File: config.mk
export PLATFORM = sky130hd
export DESIGN_NAME = loop_unit
export DESIGN_NICKNAME = d
export VERILOG_FILES = /design/src/rtl/bf_defs.sv /design/src/rtl/loop_unit_nest_counter.sv /design/src/rtl/loop_unit.sv
export SDC_FILE = /design/constraint.sdc
export NUM_CORES = 1
export LEC_CHECK = 0
export ABC_CLOCK_PERIOD_IN_PS = 3270
export CORE_MARGIN = 2
export CORE_UTILIZATION = 40
export CTS_CLUSTER_DIAMETER = 200
export DETAILED_ROUTE_END_ITERATION = 16
export PLACE_DENSITY = 0.74
export SLEW_MARGIN = 30
export SYNTH_ARGS = -nofsm -noshare
export SYNTH_HDL_FRONTEND = slang
export SYNTH_SLANG_ARGS = --single-unit
File: constraint.sdc
create_clock -name clk -period 3.27 [get_ports clk]
set_clock_uncertainty 0.05 [all_clocks]
set_input_delay 0.4905 -clock clk [delete_from_list [all_inputs] [get_ports clk]]
set_output_delay 0.4905 -clock clk [all_outputs]
set_load 0.01 [all_outputs]
File: src/rtl/bf_defs.sv
// Shared encodings for the brainfuck-style core: opcodes used by the decoder
// and loop unit, plus the loop unit's FSM states.
package bf_defs;

    localparam int unsigned OPCODE_WIDTH = 3;

    localparam logic [OPCODE_WIDTH-1:0] OP_NOP        = 3'd0;
    localparam logic [OPCODE_WIDTH-1:0] OP_INC        = 3'd1;  // '+'
    localparam logic [OPCODE_WIDTH-1:0] OP_DEC        = 3'd2;  // '-'
    localparam logic [OPCODE_WIDTH-1:0] OP_RIGHT      = 3'd3;  // '>'
    localparam logic [OPCODE_WIDTH-1:0] OP_LEFT       = 3'd4;  // '<'
    localparam logic [OPCODE_WIDTH-1:0] OP_OUT        = 3'd5;  // '.'
    localparam logic [OPCODE_WIDTH-1:0] OP_LOOP_OPEN  = 3'd6;  // '['
    localparam logic [OPCODE_WIDTH-1:0] OP_LOOP_CLOSE = 3'd7;  // ']'

    typedef enum logic [1:0] {
        ST_RUN  = 2'd0,
        ST_SKIP = 2'd1,
        ST_ERR  = 2'd2
    } loop_state_e;

endpackage

File: src/rtl/loop_unit_nest_counter.sv
// Forward-skip nesting counter: load to 1, increment, decrement, flags.
module nest_counter #(
    parameter int unsigned NEST_WIDTH = 8
) (
    input  logic                  clk,
    input  logic                  rst,
    input  logic                  load,
    input  logic                  inc,
    input  logic                  dec,
    output logic [NEST_WIDTH-1:0] count,
    output logic                  all_ones,
    output logic                  is_one
);

    logic [NEST_WIDTH-1:0] count_q;
    logic [NEST_WIDTH-1:0] count_d;

    // Next count: load wins over inc, inc over dec.
    always_comb begin
        count_d = count_q;
        if (load) begin
            count_d = NEST_WIDTH'(1);
        end else if (inc) begin
            count_d = count_q + NEST_WIDTH'(1);
        end else if (dec) begin
            count_d = count_q - NEST_WIDTH'(1);
        end
    end

    // Counter register with synchronous reset.
    always_ff @(posedge clk) begin
        if (rst) begin
            count_q <= '0;
        end else begin
            count_q <= count_d;
        end
    end

    assign count    = count_q;
    assign all_ones = &count_q;
    assign is_one   = (count_q == NEST_WIDTH'(1));

endmodule

File: src/rtl/loop_unit.sv
// Loop control unit: pushes return addresses on '[', jumps back on ']',
// skips forward over loop bodies entered with a zero cell, and latches
// stack overflow/underflow and nesting overflow into a sticky error state.
//
// Handshake: instr_valid qualifies opcode/pc for one cycle; every strobe is a
// single-cycle combinational pulse that the stack/fetch consume on the next
// rising clk edge. There is no back-pressure.
module loop_unit
    import bf_defs::*;
#(
    parameter int unsigned PC_WIDTH         = 8,
    parameter int unsigned STACK_ADDR_WIDTH = 5,
    parameter int unsigned NEST_WIDTH       = 8
) (
    input  logic                      clk,
    input  logic                      rst,
    input  logic                      instr_valid,
    input  logic [2:0]                opcode,
    input  logic [PC_WIDTH-1:0]       pc,
    input  logic                      cell_zero,
    input  logic [PC_WIDTH-1:0]       stack_top,
    output logic                      stack_push,
    output logic                      stack_pop,
    output logic [PC_WIDTH-1:0]       stack_pushd,
    output logic                      pc_load,
    output logic [PC_WIDTH-1:0]       pc_target,
    output logic                      exec_en,
    output logic                      skipping,
    output logic                      error,
    output logic [STACK_ADDR_WIDTH:0] depth,
    output loop_state_e               dbg_state
);

    localparam logic [STACK_ADDR_WIDTH:0] DEPTH_MAX =
        (STACK_ADDR_WIDTH+1)'(2**STACK_ADDR_WIDTH);

    loop_state_e               state_q, state_d;
    logic [STACK_ADDR_WIDTH:0] depth_q, depth_d;

    logic                  cnt_load, cnt_inc, cnt_dec;
    logic [NEST_WIDTH-1:0] cnt_value;
    logic                  cnt_all_ones, cnt_is_one;

    nest_counter #(
        .NEST_WIDTH(NEST_WIDTH)
    ) u_nest (
        .clk      (clk),
        .rst      (rst),
        .load     (cnt_load),
        .inc      (cnt_inc),
        .dec      (cnt_dec),
        .count    (cnt_value),
        .all_ones (cnt_all_ones),
        .is_one   (cnt_is_one)
    );

    // Next-state, depth and strobe decode; rst forces every strobe low.
    always_comb begin
        state_d    = state_q;
        depth_d    = depth_q;
        stack_push = 1'b0;
        stack_pop  = 1'b0;
        pc_load    = 1'b0;
        exec_en    = 1'b0;
        cnt_load   = 1'b0;
        cnt_inc    = 1'b0;
        cnt_dec    = 1'b0;

        if (instr_valid && !rst) begin
            case (state_q)
                ST_RUN: begin
                    if (opcode == OP_LOOP_OPEN) begin
                        if (cell_zero) begin
                            state_d  = ST_SKIP;
                            cnt_load = 1'b1;
                        end else if (depth_q == DEPTH_MAX) begin
                            state_d = ST_ERR;
                        end else begin
                            stack_push = 1'b1;
                            depth_d    = depth_q + (STACK_ADDR_WIDTH+1)'(1);
                        end
                    end else if (opcode == OP_LOOP_CLOSE) begin
                        // An unmatched ']' is an error whatever the cell holds.
                        if (depth_q == '0) begin
                            state_d = ST_ERR;
                        end else if (cell_zero) begin
                            stack_pop = 1'b1;
                            depth_d   = depth_q - (STACK_ADDR_WIDTH+1)'(1);
                        end else begin
                            pc_load = 1'b1;
                        end
                    end else begin
                        exec_en = 1'b1;
                    end
                end
                ST_SKIP: begin
                    if (opcode == OP_LOOP_OPEN) begin
                        if (cnt_all_ones) begin
                            state_d = ST_ERR;
                        end else begin
                            cnt_inc = 1'b1;
                        end
                    end else if (opcode == OP_LOOP_CLOSE) begin
                        cnt_dec = 1'b1;
                        if (cnt_is_one) begin
                            state_d = ST_RUN;
                        end
                    end
                end
                default: begin
                    // ST_ERR: sticky until reset.
                end
            endcase
        end
    end

    // State and depth registers; reset treats the external stack as empty.
    always_ff @(posedge clk) begin
        if (rst) begin
            state_q <= ST_RUN;
            depth_q <= '0;
        end else begin
            state_q <= state_d;
            depth_q <= depth_d;
        end
    end

    assign stack_pushd = pc + PC_WIDTH'(1);
    assign pc_target   = stack_top;
    assign skipping    = (state_q == ST_SKIP) && !rst;
    assign error       = (state_q == ST_ERR);
    assign depth       = depth_q;
    assign dbg_state   = state_q;

    logic unused_cnt;
    assign unused_cnt = ^cnt_value;

endmodule

==> results.md <==
- Status: complete, no violations
- Grt ovf: 0
- Site Rows: 21
- Reg power frac: a little under half
- Final hold violations: 0
- Post-route minimum period: ~2800 ps
- Fmax: between 300 and 400 MHz
- Pwr/cell area: around 240 nW/um2
- I/O pins: 53
- Post-Synthesis Cell Area: 1369 um2
- Vias per inst: 5.392
- Post-Synth XOR/XNOR Area: under 10%
- Setup crit end kind: primary output
- Switch share: 26.86%
- Register Area: 320.3 um2
- Fin. max-slew vios: 0
- Clk_lat worst skew: 300 ps
- Core ar.: roughly 3300 um2
- Resized Gates After CTS: 0
- Relative slew slack: 59.46%
- Multi-input gate area: 929.6 um2
- P&R area growth vs syn: 29.71%
- R2R setup slack: between 1000 and 1500 ps
- Number of synthesized flops with an enable pin: 0
- Leak pwr: roughly 0.67 nW
- Final setup fails: 0
- Post-DP Area: 1739 um2
- Yosys top cell area share: 23.40%
- Pin count of the biggest net entering global routing: 16
- Die H: 62.50 um
- Crit-path max FO: 6
- Largest area contributor in the netlist: dfxtp_1
- RSZ-0062 raised after global routing: no
- Via count: 1348
- Post-route antenna net violation count: 0
- Die W: 62.50 um
- Clock buffer depth: 2
- 1st-iter DRT viols: 42
- Path depth of the worst reg2reg path: 5
- Hold Path Depth: 2
- Largest family of logic cells by synthesized area: simple AND/OR/NAND/NOR gates
- Startpoint types: input port
- Final WL: 3.126 mm
- VDD IR max: 0.1218 mV
- RR Endpoint: depth[4]
- Gate power share: 21.9%
- Hold Path Sink: depth[4]
- Num CTS Buffers: 3
- Postcts setup bufs: 0
- Synth area leaders: dfxtp_1, ha_1, nor2_1
- Synth Area in Simple Gates: 29.71%
- GP Congestion: 0.8072
- Post-route setup TNS: 0 ps
- Critical path type: in -> out
- Number of global-route vias before repair: 1199
- Hold_buf cts: 0
- Initial antenna violation count: 0
- Share of cells above drive strength 1: 7.843%
- Root buffer cell: clkbuf_4
- Total track usage: 16.19%
- Post-synthesis mux area share: 6.033%
- Clock power share: 32.0%
- First drt pass iteration count: 4
- Post-synth ARST share: 0%
- CTS tree: yes
- DPL Wire Length: 2.396 mm
- Max H-tree Level: 1
- Post-Syn Nets: a little over 200
- # fillers: 328
- Worst-Margin Slew: 599.6 ps
- Clk pin slew, worst setup/hold paths: 100 ps
- Layout Nets: around 240
- DRC: 0
- R2r startpoint: dbg_state[0]
- Synthesized area per cell: 7.958 um2
- Routed WL per cell: 12.50 um
- Worst Hold Class: reg -> reg
- Critical Path AT: 2310 ps
- FF+latch count, synth: 16
- Compound-gate portion of the synthesized area: 17.46%
- Top_reg_cell synth: dfxtp_1
- Post-synthesis adder-cell area fraction: 6.399%
- Ys Warns: 0
- Port Buffers: 36
- # diodes: 0
- Clock sinks: 16
- Post-synthesis cell count: 172
- Worst EP required: 2730 ps
- Total Die Area: about 3900 um2
- Final period util: approximately 87%
- Global-route wire length before repair: 5.271 mm
- Fin area: around 1800 um2
- Yosys cell types: 52
- Min-delay src: depth[4]
- Internal power: 0.3175 mW
- Switching pwr: 0.1166 mW
- Sequential area share after synthesis: a little under a quarter
- Max-cap violations: 0
- Initial Util: about two fifths
## cell usage in the layout, fill, tap and decap left out, types with 3 or more instances in the layout
cell             synthesis  layout
a21oi_1                  8       8
and3_1                   4       4
buf_4                    8       4
clkbuf_4                 0       3
clkdlybuf4s50_1          0      36
dfxtp_1                 16      16
ha_1                     7       7
inv_1                   10      10
mux2i_1                  6       6
nand2_1                 11      11
nand3_1                 10      10
nand4_1                  4       4
nor2_1                  18      18
nor3_1                   3       3
nor4_1                   3       3
o21ai_0                  4       4
xnor2_1                  6       6
xor2_1                   7       7
## power groups by stage
| stage | registers, mW | clock network, mW | logic, mW |
|---|---|---|---|
| after floorplan | 0.205 | 0 | 0.0527 |
| after CTS | 0.200 | 0.142 | 0.0956 |
| after global routing | 0.201 | 0.149 | 0.103 |
| final | 0.200 | 0.139 | 0.0950 |
| after detailed placement | 0.205 | 0 | 0.0951 |
| after global placement | 0.205 | 0 | 0.0942 |
## final cells by class
class | instances | area share (%)
multi-input cells | 133 | 52.36
repair buffers | 40 | 21.99
flip-flops and latches | 16 | 18.04
well taps | 46 | 3.242
inverters | 11 | 2.326
clock buffers | 4 | 2.044
## sequential cells by signal (all words and copies together), names as in the netlist
| signal | flops |
|---|---|
| depth | 6 |
| dbg_state | 2 |
| u_nest.count | 8 |
## worst max-delay path, stage by stage
cell and delay (ps):
clkdlybuf4s50_1 510, and3b_1 270, clkinv_1 70, a2111oi_0 350, clkdlybuf4s50_1 610
## worst max path at each step
| stage | endpoint | from | slack, ps |
|---|---|---|---|
| 6_report | stack_push | opcode[0] | 420 |
| 5_1_grt | stack_push | opcode[0] | 310 |
| 4_1_cts | stack_push | opcode[0] | 400 |
| 3_5_place_dp | depth[5] | opcode[0] | 350 |
| 3_3_place_gp | depth[5] | opcode[0] | 380 |
| 2_1_floorplan | depth[5] | opcode[0] | 790 |
## logic make-up (layout without fill, tap and decap cells)
kind of cell / count (synthesis) / after routing
flip-flops: 16 / 16
AND/OR/NAND/NOR: 73 / 73
buffers and inverters: 23 / 55
AO/OA/AOI/OAI: 32 / 32
multiplexers: 8 / 8
XOR/XNOR: 13 / 13
adder cells (fa/ha/maj): 7 / 7
## routing by layer
| layer | routed length (um) | share of wire (%) | vias to the layer above | track usage (%) |
|---|---|---|---|---|
| li1 | - | - | 694 | - |
| met1 | 1537 | 49 | 598 | 21.50 |
| met2 | 1350 | 43 | 51 | 25.94 |
| met3 | 187 | 6.0 | 5 | 2.703 |
| met4 | 51 | 1.6 | 0 | 6.667 |
| met5 | 0 | 0 | - | 0 |
## through the flow
| stage | utilization, % | power, mW | hold slack, ps | setup WS (ps) | instances |
|---|---|---|---|---|---|
| 4_1_cts | 53.63 | 0.4373 | 487.0 | 398.3 | 250 |
| 2_1_floorplan | - | 0.2573 | 435.1 | 794.6 | 172 |
| 6_report | 53.63 | 0.4341 | 484.0 | 423.1 | 250 |
| 3_3_place_gp | 52.53 | 0.2989 | 464.0 | 378.4 | 246 |
| 3_5_place_dp | 52.53 | 0.2997 | 473.1 | 354.2 | 246 |
| 5_1_grt | 53.63 | 0.4530 | 523.9 | 309.5 | 250 |
## cells in the mapped netlist (all sizes together) (2+ instances only)
cell type,instances
dfxtp,16
xnor2,6
nor3b,2
nand4b,2
a31oi,2
inv,10
a2111oi,2
nand4,4
or4bb,2
nor2b,2
buf,9
nor4,3
a21oi,8
clkbuf,3
mux2i,6
a22oi,2
ha,7
nand3,10
mux2,2
nand2,11
nor2,19
nand2b,2
xor2,7
nor3,4
and3,4
a211oi,4
o21ai,4
Power figures use the tool's default switching activity.
